$ cat src/rtl/alarm_pkg.sv
`default_nettype none
// +----------------------------------------------------------------------+
// | alarm_pkg                                                            |
// | Shared encodings, field widths and time limits for the alarm bank.   |
// | Revision: 1.0                                                        |
// +----------------------------------------------------------------------+
package alarm_pkg;

    typedef enum logic [1:0] {
        IDLE   = 2'd0,
        RING   = 2'd1,
        SNOOZE = 2'd2
    } alarm_state_t;

    localparam int HOUR_W = 5;
    localparam int MIN_W  = 6;
    localparam int DAY_W  = 7;
    localparam int CNT_W  = 6;

    localparam logic [HOUR_W-1:0] MAX_HOUR = 5'd23;
    localparam logic [MIN_W-1:0]  MAX_MIN  = 6'd59;

endpackage
`default_nettype wire

$ cat src/rtl/alarm_bank_if.sv
`default_nettype none
// +----------------------------------------------------------------------+
// | alarm_bank_if                                                        |
// | Time, slot-write, button and sound signals of the alarm bank.        |
// | Revision: 1.0                                                        |
// +----------------------------------------------------------------------+
interface alarm_bank_if #(
    parameter int N_ALARMS = 4,
    parameter int IDX_W    = (N_ALARMS > 1) ? $clog2(N_ALARMS) : 1
);
    import alarm_pkg::*;

    logic                MinTick;
    logic [DAY_W-1:0]    CurDay;
    logic [HOUR_W-1:0]   CurHour;
    logic [MIN_W-1:0]    CurMin;
    logic                WrEn;
    logic [IDX_W-1:0]    WrIdx;
    logic [DAY_W-1:0]    WrDays;
    logic [HOUR_W-1:0]   WrHour;
    logic [MIN_W-1:0]    WrMin;
    logic                WrArm;
    logic                Snooze;
    logic                Stop;
    logic                Mute;
    logic                Sound;
    logic                Ringing;
    logic                Snoozing;
    logic [IDX_W-1:0]    RingIdx;
    logic [2:0]          SnoozeLeft;
    logic [N_ALARMS-1:0] Armed;

    modport master (
        output MinTick, CurDay, CurHour, CurMin,
        output WrEn, WrIdx, WrDays, WrHour, WrMin, WrArm,
        output Snooze, Stop, Mute,
        input  Sound, Ringing, Snoozing, RingIdx, SnoozeLeft, Armed
    );

    modport slave (
        input  MinTick, CurDay, CurHour, CurMin,
        input  WrEn, WrIdx, WrDays, WrHour, WrMin, WrArm,
        input  Snooze, Stop, Mute,
        output Sound, Ringing, Snoozing, RingIdx, SnoozeLeft, Armed
    );

endinterface
`default_nettype wire

$ cat src/rtl/alarm_slot.sv
`default_nettype none
// +----------------------------------------------------------------------+
// | alarm_slot                                                           |
// | Storage and current-time match comparator for one alarm slot.        |
// | Revision: 1.0                                                        |
// +----------------------------------------------------------------------+
module alarm_slot
    import alarm_pkg::*;
(
    input  wire logic              Clk,
    input  wire logic              Clr,
    input  wire logic              WrEn,
    input  wire logic [DAY_W-1:0]  WrDays,
    input  wire logic [HOUR_W-1:0] WrHour,
    input  wire logic [MIN_W-1:0]  WrMin,
    input  wire logic              WrArm,
    input  wire logic [DAY_W-1:0]  CurDay,
    input  wire logic [HOUR_W-1:0] CurHour,
    input  wire logic [MIN_W-1:0]  CurMin,
    output logic                   Match,
    output logic                   Armed
);

    logic [DAY_W-1:0]  days_q;
    logic [HOUR_W-1:0] hour_q;
    logic [MIN_W-1:0]  min_q;
    logic              arm_q;

    // WrEn arrives already qualified by index and range checks
    always_ff @(posedge Clk or negedge Clr) begin
        if (!Clr) begin
            days_q <= '0;
            hour_q <= '0;
            min_q  <= '0;
            arm_q  <= 1'b0;
        end else if (WrEn) begin
            days_q <= WrDays;
            hour_q <= WrHour;
            min_q  <= WrMin;
            arm_q  <= WrArm;
        end
    end

    assign Match = arm_q && (|(days_q & CurDay)) &&
                   (hour_q == CurHour) && (min_q == CurMin);
    assign Armed = arm_q;

endmodule
`default_nettype wire

$ cat src/rtl/alarm_bank.sv
`default_nettype none
// +----------------------------------------------------------------------+
// | alarm_bank                                                           |
// | Multi-slot alarm engine with shared ring/snooze/auto-stop control.   |
// | Revision: 1.0                                                        |
// +----------------------------------------------------------------------+
module alarm_bank
    import alarm_pkg::*;
#(
    parameter int N_ALARMS   = 4,
    parameter int SNOOZE_MIN = 9,
    parameter int MAX_SNOOZE = 3,
    parameter int RING_MIN   = 5,
    parameter int IDX_W      = (N_ALARMS > 1) ? $clog2(N_ALARMS) : 1
)(
    input  wire logic   Clk,
    input  wire logic   Clr,
    alarm_bank_if.slave bus
);

    localparam logic [2:0]       c_MAX_SNOOZE = 3'(MAX_SNOOZE);
    localparam logic [CNT_W-1:0] c_SNOOZE_MIN = CNT_W'(SNOOZE_MIN);
    localparam logic [CNT_W-1:0] c_RING_MIN   = CNT_W'(RING_MIN);

    logic [N_ALARMS-1:0] w_match;
    logic [N_ALARMS-1:0] w_armed;
    logic                w_any;
    logic [IDX_W-1:0]    w_low_idx;
    logic                w_wr_ok;
    logic                w_disarm;
    logic [CNT_W-1:0]    w_mc_inc;

    alarm_state_t        state_q, state_d;
    logic [2:0]          sc_q, sc_d;
    logic [CNT_W-1:0]    mc_q, mc_d;
    logic [IDX_W-1:0]    idx_q, idx_d;
    logic                sound_q, ringing_q, snoozing_q;
    logic [2:0]          left_q;

    assign w_wr_ok = bus.WrEn && (bus.WrHour <= MAX_HOUR) && (bus.WrMin <= MAX_MIN);

    generate
        for (genvar gi = 0; gi < N_ALARMS; gi++) begin : g_slot
            alarm_slot u_slot (
                .Clk     (Clk),
                .Clr     (Clr),
                .WrEn    (w_wr_ok && (bus.WrIdx == IDX_W'(gi))),
                .WrDays  (bus.WrDays),
                .WrHour  (bus.WrHour),
                .WrMin   (bus.WrMin),
                .WrArm   (bus.WrArm),
                .CurDay  (bus.CurDay),
                .CurHour (bus.CurHour),
                .CurMin  (bus.CurMin),
                .Match   (w_match[gi]),
                .Armed   (w_armed[gi])
            );
        end
    endgenerate

    // Scan high to low so the lowest matching index is the one kept
    always_comb begin
        w_any     = 1'b0;
        w_low_idx = '0;
        for (int i = N_ALARMS - 1; i >= 0; i--) begin
            if (w_match[i]) begin
                w_any     = 1'b1;
                w_low_idx = IDX_W'(i);
            end
        end
    end

    assign w_disarm = (state_q != IDLE) && w_wr_ok && !bus.WrArm && (bus.WrIdx == idx_q);
    assign w_mc_inc = mc_q + 1'b1;

    always_comb begin
        state_d = state_q;
        sc_d    = sc_q;
        mc_d    = mc_q;
        idx_d   = idx_q;
        case (state_q)
            IDLE: begin
                if (bus.MinTick && w_any) begin
                    state_d = RING;
                    idx_d   = w_low_idx;
                    sc_d    = '0;
                    mc_d    = '0;
                end
            end
            RING: begin
                if (bus.Stop) begin
                    state_d = IDLE;
                end else if (bus.Snooze && (sc_q < c_MAX_SNOOZE)) begin
                    state_d = SNOOZE;
                    sc_d    = sc_q + 1'b1;
                    mc_d    = c_SNOOZE_MIN;
                end else if (bus.MinTick) begin
                    mc_d = w_mc_inc;
                    if (w_mc_inc >= c_RING_MIN) begin
                        state_d = IDLE;
                    end
                end
            end
            SNOOZE: begin
                if (bus.Stop) begin
                    state_d = IDLE;
                end else if (bus.MinTick) begin
                    if (mc_q <= 1) begin
                        state_d = RING;
                        mc_d    = '0;
                    end else begin
                        mc_d = mc_q - 1'b1;
                    end
                end
            end
            default: state_d = IDLE;
        endcase
        if (w_disarm) begin
            state_d = IDLE;
        end
    end

    // Outputs are registered from next-state so they line up with the state
    always_ff @(posedge Clk or negedge Clr) begin
        if (!Clr) begin
            state_q    <= IDLE;
            sc_q       <= '0;
            mc_q       <= '0;
            idx_q      <= '0;
            sound_q    <= 1'b0;
            ringing_q  <= 1'b0;
            snoozing_q <= 1'b0;
            left_q     <= c_MAX_SNOOZE;
        end else begin
            state_q    <= state_d;
            sc_q       <= sc_d;
            mc_q       <= mc_d;
            idx_q      <= idx_d;
            sound_q    <= (state_d == RING) && !bus.Mute;
            ringing_q  <= (state_d == RING);
            snoozing_q <= (state_d == SNOOZE);
            left_q     <= c_MAX_SNOOZE - sc_d;
        end
    end

    assign bus.Sound      = sound_q;
    assign bus.Ringing    = ringing_q;
    assign bus.Snoozing   = snoozing_q;
    assign bus.RingIdx    = idx_q;
    assign bus.SnoozeLeft = left_q;
    assign bus.Armed      = w_armed;

endmodule
`default_nettype wire

$ cat src/flat_wrapper.sv
// flat-port wrapper written by rule: the top's interface ports become plain ports
module alarm_bank_flat import alarm_pkg::*;
#(
    parameter int N_ALARMS   = 4,
    parameter int SNOOZE_MIN = 9,
    parameter int MAX_SNOOZE = 3,
    parameter int RING_MIN   = 5,
    parameter int IDX_W      = (N_ALARMS > 1) ? $clog2(N_ALARMS) : 1
)
  (Clk, Clr, bus_MinTick, bus_CurDay, bus_CurHour, bus_CurMin, bus_WrEn, bus_WrIdx, bus_WrDays, bus_WrHour, bus_WrMin, bus_WrArm, bus_Snooze, bus_Stop, bus_Mute, bus_Sound, bus_Ringing, bus_Snoozing, bus_RingIdx, bus_SnoozeLeft, bus_Armed);
  alarm_bank_if #(.N_ALARMS(N_ALARMS), .IDX_W(IDX_W)) bus_i ();
  input  wire logic Clk;
  input  wire logic Clr;
  input wire logic [$bits(bus_i.MinTick)-1:0] bus_MinTick;
  input wire logic [$bits(bus_i.CurDay)-1:0] bus_CurDay;
  input wire logic [$bits(bus_i.CurHour)-1:0] bus_CurHour;
  input wire logic [$bits(bus_i.CurMin)-1:0] bus_CurMin;
  input wire logic [$bits(bus_i.WrEn)-1:0] bus_WrEn;
  input wire logic [$bits(bus_i.WrIdx)-1:0] bus_WrIdx;
  input wire logic [$bits(bus_i.WrDays)-1:0] bus_WrDays;
  input wire logic [$bits(bus_i.WrHour)-1:0] bus_WrHour;
  input wire logic [$bits(bus_i.WrMin)-1:0] bus_WrMin;
  input wire logic [$bits(bus_i.WrArm)-1:0] bus_WrArm;
  input wire logic [$bits(bus_i.Snooze)-1:0] bus_Snooze;
  input wire logic [$bits(bus_i.Stop)-1:0] bus_Stop;
  input wire logic [$bits(bus_i.Mute)-1:0] bus_Mute;
  output wire logic [$bits(bus_i.Sound)-1:0] bus_Sound;
  output wire logic [$bits(bus_i.Ringing)-1:0] bus_Ringing;
  output wire logic [$bits(bus_i.Snoozing)-1:0] bus_Snoozing;
  output wire logic [$bits(bus_i.RingIdx)-1:0] bus_RingIdx;
  output wire logic [$bits(bus_i.SnoozeLeft)-1:0] bus_SnoozeLeft;
  output wire logic [$bits(bus_i.Armed)-1:0] bus_Armed;
  assign bus_i.MinTick = bus_MinTick;
  assign bus_i.CurDay = bus_CurDay;
  assign bus_i.CurHour = bus_CurHour;
  assign bus_i.CurMin = bus_CurMin;
  assign bus_i.WrEn = bus_WrEn;
  assign bus_i.WrIdx = bus_WrIdx;
  assign bus_i.WrDays = bus_WrDays;
  assign bus_i.WrHour = bus_WrHour;
  assign bus_i.WrMin = bus_WrMin;
  assign bus_i.WrArm = bus_WrArm;
  assign bus_i.Snooze = bus_Snooze;
  assign bus_i.Stop = bus_Stop;
  assign bus_i.Mute = bus_Mute;
  assign bus_Sound = bus_i.Sound;
  assign bus_Ringing = bus_i.Ringing;
  assign bus_Snoozing = bus_i.Snoozing;
  assign bus_RingIdx = bus_i.RingIdx;
  assign bus_SnoozeLeft = bus_i.SnoozeLeft;
  assign bus_Armed = bus_i.Armed;
  alarm_bank #(.N_ALARMS(N_ALARMS), .SNOOZE_MIN(SNOOZE_MIN), .MAX_SNOOZE(MAX_SNOOZE), .RING_MIN(RING_MIN), .IDX_W(IDX_W)) u_core (.Clk(Clk), .Clr(Clr), .bus(bus_i));
endmodule
$ cat config.mk
export PLATFORM = sky130hd
export DESIGN_NAME = alarm_bank_flat
export DESIGN_NICKNAME = d
export VERILOG_FILES = /design/src/rtl/alarm_pkg.sv /design/src/rtl/alarm_bank_if.sv /design/src/rtl/alarm_slot.sv /design/src/rtl/alarm_bank.sv /design/src/flat_wrapper.sv
export SDC_FILE = /design/constraint.sdc
export NUM_CORES = 1
export LEC_CHECK = 0
export BUFFER_PORTS_ARGS = -buffer_cell sky130_fd_sc_hd__buf_2
export CAP_MARGIN = 20
export CELL_PAD_IN_SITES_DETAIL_PLACEMENT = 0
export CELL_PAD_IN_SITES_GLOBAL_PLACEMENT = 1
export CORE_ASPECT_RATIO = 0.9
export CORE_UTILIZATION = 48
export CTS_CLUSTER_DIAMETER = 100
export DETAILED_ROUTE_END_ITERATION = 16
export PLACE_DENSITY = 0.89
export SYNTH_ARGS = -nofsm -noshare
export SYNTH_HDL_FRONTEND = slang
export SYNTH_SLANG_ARGS = --single-unit
$ cat constraint.sdc
create_clock -name Clk -period 2.6 [get_ports Clk]
set_input_delay 0.52 -clock Clk [delete_from_list [all_inputs] [get_ports Clk]]
set_output_delay 0.52 -clock Clk [all_outputs]
set_load 0.05 [all_outputs]
==> results list, run 1 <==
- Fraction of final layout cells with drive strength greater than 1: 40.97%
- From bottom edge to top edge, the die measures 100.9 microns.
- After layout, the minimum clock period comes to 2310 ps.
- Together, buffers and inverters on the worst path number 1.
- Power spent charging and discharging nets: 1.616 mW
- Area of the multi-input gates: 0.002606 sq mm
- Routability-driven placement finished with a final weighted congestion of 0.8874.
- Setup repair after global routing missed its margin: false
* Setup repair bufs after CTS: 0
- Detailed placement ended at an HPWL of 9.010 mm.
- The worst hold path belongs to the class input port to asynchronous set/reset pin.
* Max Clock Skew: 7.866 ps
* First-pass GRT wire length: 19.42 mm
- Number of gates on the worst path with buffers counted: 8
- Comb pwr share: 30.3%
- Sinks on Clock Net: 94
- Ys flop type: sky130_fd_sc_hd__dfrtp_1
* Number of pins with negative max-slew slack in the final report: 0
* Overall routing resource usage: 22.75%
* Sum of negative setup slack: 0 ps
- Number of H-tree levels: 3
- Broken down by cell family, the worst path's largest delay share belongs to compound AO/OA/AOI/OAI gates.
* Starting density of the core: 50.22%
* TritonCTS clock tree: yes
- Arr. time, crit path: 2590 ps
- The top cell types in the final layout, fill and taps aside, are 92 x sky130_fd_sc_hd__dfrtp_1, 76 x sky130_fd_sc_hd__mux2_2, 56 x sky130_fd_sc_hd__buf_2, 38 x sky130_fd_sc_hd__xnor2_1, 25 x sky130_fd_sc_hd__nand4_1.
- A synthesized cell averages 12.38 sq um.
- Num rows: 35
- Leaving out fill and tap cells, the most frequent cell in the layout is sky130_fd_sc_hd__dfrtp_1.
* Maxcap violations: 0
- No sink is reached through more buffers than the 2 on the longest clock path.
- The checks that failed: design-rule violations.
* Area growth from synthesis to final layout: 11.62%
* Post-CTS Hold Fix Bufs: 0
- CTS placed an instance of sky130_fd_sc_hd__clkbuf_16 at the clock tree root.
- Total via count in the routed design: 3,629
- Fill cells in the final layout number 875.
- The worst-case IR drop observed on VDD is 530.9 uV.
- For this design the top-level I/O count stands at 58.
- The worst setup path is captured at a flop.
* Result of the run: complete, but fails checks
- Counting flops with an async set or reset pin after synthesis yields a share of 100.0%.
- Die Footprint: 0.01128 sq mm
- The number of hold violations in the final report is 0.
- In this design, the critical path's most frequently occurring cell is sky130_fd_sc_hd__a211oi_1.
- In this run the biggest area consumer among cell types represents 44.17% of the synthesized area.
- The cell area that synthesis handed to floorplanning was 0.005212 sq mm.
- Of all nets on the critical path, the largest fanout is 10.
* Number of cells after detailed placement: 589
* Total nets after synthesis: 476
- For this run, the number of standard cells in the final layout without fillers is 605.
- For this run the aggregate overflow at the end of global routing stands at 0.
* Sequence of cells on the critical path: inv_1 > ha_1 > or2_2 > a211oi_1 > mux4_2 > nand2_1 > a211oi_1 > a221o_1
- The worst setup path is of the flop to flop kind.
- The worst register-to-register path has a depth of 8.
- Cell taking the most area after synthesis: sky130_fd_sc_hd__dfrtp_1
- Number of antenna violations at the first check in global routing: 0
- Counting every instance in the synthesized netlist gives 421.
- The number of clock buffers added by TritonCTS is 9.
- Via-per-instance ratio: 5.998
- Yosys Warn Count: 0
- Number of synthesized register bits: 94
* Startpoint kind of the worst setup timing path: flop
- After clock tree synthesis, the clock-pin slew on the worst setup and hold paths is 70 ps.
* Portion of the clock cycle consumed by the worst path in the final layout: 88.84%
* Net count, final: 526
- STA puts the critical path data required time at 2880 ps.
* Register share of total power: 43.2%
- Number of detailed-route iterations in the first pass: 10
- At the later pin of the worst-skew pair, clock insertion delay measures 340 ps.
- Power per unit of standard cell area: 807.9 mW/mm^2
- The largest individual stage delay along the critical path comes from the cell sky130_fd_sc_hd__dfrtp_1.
* Fin Hold WS: 182.8 ps
- Slowest cell delay on critical path: 530 ps
- Slew HR: 61.39%
* Post-synthesis sequential area ratio: 45.18%
* Internal Pwr Total: 3.084 mW
- Largest net degree at the start of global routing: 52
- Port buffering added 57 buffers.
- The share of total power dissipated in the clock network is 26.5%.
* Tightest Pin Transition: 579.1 ps
- Of the total power, the share spent switching nets is 34.38%.
- Finish-stage setup viols: 0
- In this run the remaining antenna-violating nets after routing total 0.
- In this run the horizontal extent of the chip is 111.8 microns.
- The routed design has 11.97 mm of wire.
- Number of different library cells in the post-synthesis netlist: 62
- Count of unresolved DRC violations after routing: 5
- The detailed router finished its first iteration with 214 violations.
- The core region is 0.01038 sq mm.
- The sequential cells in the finished layout cover a total of 0.002355 sq mm.
- The via count of the first global-routing pass came to 3,630.
- The analysis attributes to cell leakage a power of 2.475 nW.
- Number of flops mapped to enable cells by yosys: 0
- After synthesis, the cell types taking the most area are sky130_fd_sc_hd__dfrtp_1 44%, sky130_fd_sc_hd__mux2_2 16%, sky130_fd_sc_hd__xnor2_1 6.4%, sky130_fd_sc_hd__xnor2_2 3.7%, sky130_fd_sc_hd__nand4_1 3.0%.
- Derived from the worst setup path, the maximum achievable clock frequency is 0.4329 GHz.
- The number of antenna diodes in the final layout is 0.
* Post-cts resize count: 0
- In the final routed layout, each cell accounts on average for 19.78 microns.
-- power by group through the flow --
stage          sequential (mW)  clock (mW)  combinational [mW]
4_1_cts                   2.03        1.27                1.42
3_3_place_gp              2.04           0                1.38
2_1_floorplan             2.06           0                1.02
6_report                  2.03        1.24                1.42
5_1_grt                   2.07        1.32                1.54
3_5_place_dp              2.05           0                1.41
-- Yosys cell counts (7+ instances only) --
library cell              number
sky130_fd_sc_hd__nand2_1      16
sky130_fd_sc_hd__mux2_2       76
sky130_fd_sc_hd__nand4_1      25
sky130_fd_sc_hd__buf_6        10
sky130_fd_sc_hd__nor2_1        7
sky130_fd_sc_hd__dfrtp_1      92
sky130_fd_sc_hd__xnor2_1      38
sky130_fd_sc_hd__ha_1          9
sky130_fd_sc_hd__a22oi_1       9
sky130_fd_sc_hd__inv_1        10
sky130_fd_sc_hd__xnor2_2      12
sky130_fd_sc_hd__nand3_1       7
sky130_fd_sc_hd__a21oi_1       7
-- stage by stage --
stage	area, sq um	worst slack [ps]	power, mW	util (%)
after CTS	5818	318.2	4.718	56.06
after global routing	5818	120.0	4.926	56.06
after floorplan	5213	456.1	3.079	-
final	5818	290.2	4.700	56.06
after global placement	5543	94.92	3.411	53.41
after detailed placement	5543	88.29	3.465	53.41
-- worst reg2reg max path, stage by stage, from the launching register on --
cell and delay, ps:
sky130_fd_sc_hd__dfrtp_1 530, sky130_fd_sc_hd__inv_1 160, sky130_fd_sc_hd__ha_1 260, sky130_fd_sc_hd__or2_2 320, sky130_fd_sc_hd__a211oi_1 290, sky130_fd_sc_hd__mux4_2 290, sky130_fd_sc_hd__nand2_1 50, sky130_fd_sc_hd__a211oi_1 200
sky130_fd_sc_hd__a221o_1 150
-- area by class of cell --
cell class	instances	area share, %
inverters	10	0.6452
clock buffers	11	4.000
clock inverters	5	0.7312
flip-flops and latches	94	40.47
well taps	129	2.774
repair buffers	68	6.581
multi-input cells	288	44.80
-- path summary, 6_finish.rpt --
check | endpoint | slack [ps] | start
min in group Clk | u_core.bus.Sound | 350 | bus_Mute
max reg2reg | u_core.mc_q[5] | 290 | u_core.mc_q[0]
min | u_core.g_slot[3].u_slot.min_q[5] | 180 | Clr
max in group asynchronous | u_core.g_slot[1].u_slot.hour_q[1] | 1750 | Clr
max | u_core.mc_q[5] | 290 | u_core.mc_q[0]
min reg2reg | u_core.bus.SnoozeLeft[1] | 500 | u_core.sc_q[1]
-- layer usage --
metal,part of all wire [%],vias up,GRT usage [%]
met3,5.5,17,4.750
met5,0,-,0
met2,47,123,35.79
met4,1.0,0,5.094
met1,47,1829,32.45
li1,-,1660,-
-- cell families after synthesis --
kind of cell | after synthesis | share of synthesized area [%]
flops | 94 | 45.18
simple gates | 84 | 10.27
mux | 82 | 17.91
compound gates | 61 | 9.194
xor+xnor | 52 | 10.47
buf+inv | 39 | 4.825
fa+ha+maj | 9 | 2.160
-- sequential cells by signal, indices dropped and copies added (netlist names), 2 cells and up, named ones only --
name,cells
u_core.bus.RingIdx,2
u_core.bus.SnoozeLeft,2
u_core.g_slot.u_slot.Armed,4
u_core.g_slot.u_slot.days_q,28
u_core.g_slot.u_slot.hour_q,20
u_core.g_slot.u_slot.min_q,24
u_core.mc_q,6
u_core.sc_q,2
u_core.state_q,2
No activity file was read; power rests on OpenSTA's default activity.
==> run 2, diff against run 1 <==
- CELL_PAD_IN_SITES_DETAIL_PLACEMENT: 0 -> 1
- CELL_PAD_IN_SITES_GLOBAL_PLACEMENT: 1 -> 2
- CORE_UTILIZATION: 48 -> 40
==> results list, run 2 (synthesized netlist as in run 1, its figures left out) <==
- After clock tree synthesis, the clock-pin slew on the worst setup and hold paths is 70 ps.
- At the worst endpoint, the required time is 2890 ps.
* Maxcap violations: 0
* Weighted congestion reported at the end of routability-driven placement: 0.8308
- Final HPWL DP: 10.14 mm
- Adding up every negative setup slack in the final design gives 0 ps.
* Portion of the clock cycle consumed by the worst path in the final layout: 89.19%
- Power per unit of standard cell area: 832.3 mW/mm^2
- Num rows: 39
* Delay-heaviest family, CP: compound AO/OA/AOI/OAI gates
- In this run the power spent charging and discharging nets is 1.644 mW.
- Nature of the critical path endpoint: flop
- Critical path fanouts, max: 10
- Sequence of cells on the critical path: inv_1 > ha_1 > or2_2 > a211oi_1 > mux4_2 > nand2_1 > a211oi_1 > a221o_1
- Starting DRT DRC Count: 172
* CTS Root Buffer Type: sky130_fd_sc_hd__clkbuf_16
- Summing all flip-flop and latch instances after layout gives 0.002355 sq mm.
* Worst R2R Setup Slack: 280 ps
- Net switching fraction of the power: 33.55%
- The detail route stage leaves a number of antenna-violating nets equal to 0.
- Part of the total power dissipated in the clock network: 28.7%
- Dividing the detail-routed via count by the number of cells gives 5.711.
- Flip-flop count of the largest register after layout: 28
- Worst hold path type: input port to asynchronous set/reset pin
* Highest clock rate: 0.4312 GHz
- Worst setup path startpoint: u_core.mc_q[0]
- Setup repair after global routing left no endpoint under its margin.
- Before antenna repair, the detailed router went through 4 iterations.
- The first global-routing pass estimated 22.20 mm of wire.
- Tightest Pin Transition: 636.9 ps
* Post-cts resize count: 0
- Reg-to-reg critical path startpoint: u_core.mc_q[0]
- Starting density of the core: 41.08%
* Number of pins with negative max-slew slack in the final report: 0
* Clock buffers created by TritonCTS: 9
- The repair_antennas step left the layout with diodes totalling 0.
- Largest register by flop count: u_core.g_slot.u_slot.days_q
- Sequential cells burn 41.8% of the power.
- The number of antenna violations at the first check in global routing is 0.
- The final layout contains 525 nets.
- Setup repair bufs after CTS: 0
- Number of H-tree levels: 3
- Result of the run: finished, final reports clean
- The worst pin sits at a relative slew slack of 57.54%.
- Peak ir drop on the vdd network: 567.3 uV
- Via count of the first global-routing pass: 3,963
* Comb pwr share: 29.4%
- In this run the tool buffered the top-level ports with 57 buffer cells.
- From synthesis to final layout, the design area changed by 12.96%.
* Post-CTS Hold Fix Bufs: 0
* Fraction of final layout cells with drive strength greater than 1: 41.01%
- Max Clock Skew: 10.27 ps
- Most common cell after layout, fill and taps aside: sky130_fd_sc_hd__dfrtp_1
- STA classifies the critical path startpoint as a flop.
- Internal Pwr Total: 3.257 mW
- The layout has 1,385 filler cells.
* Largest net degree at the start of global routing: 50
- Sinks on Clock Net: 94
* Count of unresolved DRC violations after routing: 0
- Biggest regs: u_core.g_slot.u_slot.days_q: 28 flops, u_core.g_slot.u_slot.min_q: 24 flops, u_core.g_slot.u_slot.hour_q: 20 flops
- During I/O placement, the number of pins put on the boundary was 58.
* Final-report hold violation count: 0
- Die height: 110.3 microns
* Fin Hold WS: 189.8 ps
* Slowest stage cell on the critical path: sky130_fd_sc_hd__dfrtp_1
- Sum of overflow across all layers after global routing: 0
- Area of the multi-input gates: 0.002606 sq mm
* CTS Buffer Depth: 2
* Commonest cells after routing, fill and taps aside: 92 x sky130_fd_sc_hd__dfrtp_1, 76 x sky130_fd_sc_hd__mux2_2, 56 x sky130_fd_sc_hd__buf_2, 38 x sky130_fd_sc_hd__xnor2_1, 25 x sky130_fd_sc_hd__nand4_1
- CP Class: flop to flop
* Total via count in the routed design: 3,638
* Total buffers and inverters traversed by the critical path: 1
- On the worst path, the slowest cell contributes a delay of 530 ps.
* Worst skew pair latency: 360 ps
* Finish-stage setup viols: 0
- TritonCTS built the clock tree.
- For this design the static power due to leakage is 2.478 nW.
* Arr. time, crit path: 2610 ps
- Minimum clock period after layout: 2319 ps
* Worst r2r dst: u_core.mc_q[5]
* Overall routing resource usage: 22.40%
* Cell repeated most along the worst path: sky130_fd_sc_hd__a211oi_1
- The die is 122.3 microns wide.
- The core region is 0.01269 sq mm.
- Per-cell routed wire length: 21.48 microns
* Die Footprint: 0.01349 sq mm
* Routed wire length: 13.68 mm
- Depth of the worst register-to-register path: 8
[run 2: cell types whose count changed in the layout (fill, tap and decap cells not counted), sizes merged]
cell | previous run | this run
inv | 13 | 11
buf | 68 | 67
clkinvlp | 0 | 2
bufinv | 0 | 2
clkinv | 2 | 0
clkbuf | 11 | 9
[run 2: cell type report]
type | instances | area share (%)
multi-input combinational | 288 | 44.26
sequential | 94 | 39.99
timing repair buffer | 67 | 6.375
clock buffer | 9 | 3.825
tap | 164 | 3.485
clock inverter | 5 | 1.424
inverter | 10 | 0.6375
[run 2: power groups by stage]
| stage | clock network, mW | logic, mW | registers, mW |
|---|---|---|---|
| final | 1.41 | 1.44 | 2.05 |
| after global routing | 1.50 | 1.56 | 2.09 |
| after CTS | 1.45 | 1.45 | 2.05 |
| after detailed placement | 0 | 1.43 | 2.07 |
| after global placement | 0 | 1.39 | 2.04 |
| after floorplan | 0 | 1.02 | 2.06 |
[run 2: worst reg2reg max path, delay by kind of cell, from the launching register on]
kind                     cells  cell delay [ps]
multiplexers                 1              300
buffers and inverters        1              150
AO/OA/AOI/OAI                3              630
AND/OR/NAND/NOR              2              370
adder cells (fa/ha/maj)      1              270
flip-flops                   1              530
[run 2: layer usage]
layer	GRT usage [%]	vias up	wire, microns
li1	-	1653	-
met1	30.43	1891	6415
met2	35.59	84	6543
met3	5.195	10	554
met4	6.707	0	170
met5	0	-	0
[run 2: stage by stage]
step | setup slack, ps | total power [mW] | util, % | instance area (sq um) | cells
after floorplan | 456.1 | 3.079 | - | 5213 | 421
after global placement | 78.28 | 3.435 | 43.97 | 5579 | 623
after detailed placement | 84.64 | 3.502 | 43.97 | 5579 | 623
after CTS | 277.1 | 4.943 | 46.41 | 5888 | 637
after global routing | 76.75 | 5.147 | 46.41 | 5888 | 637
final | 281.1 | 4.901 | 46.41 | 5888 | 637
[run 2: how the worst max path moves through the flow]
stage | end | slack, ps | depth (start not counted)
2_1_floorplan | u_core.bus.Snoozing | 460 | 7
3_3_place_gp | u_core.mc_q[5] | 80 | 8
3_5_place_dp | u_core.mc_q[5] | 80 | 8
4_1_cts | u_core.mc_q[5] | 280 | 8
5_1_grt | u_core.mc_q[5] | 80 | 8
6_report | u_core.mc_q[5] | 280 | 8
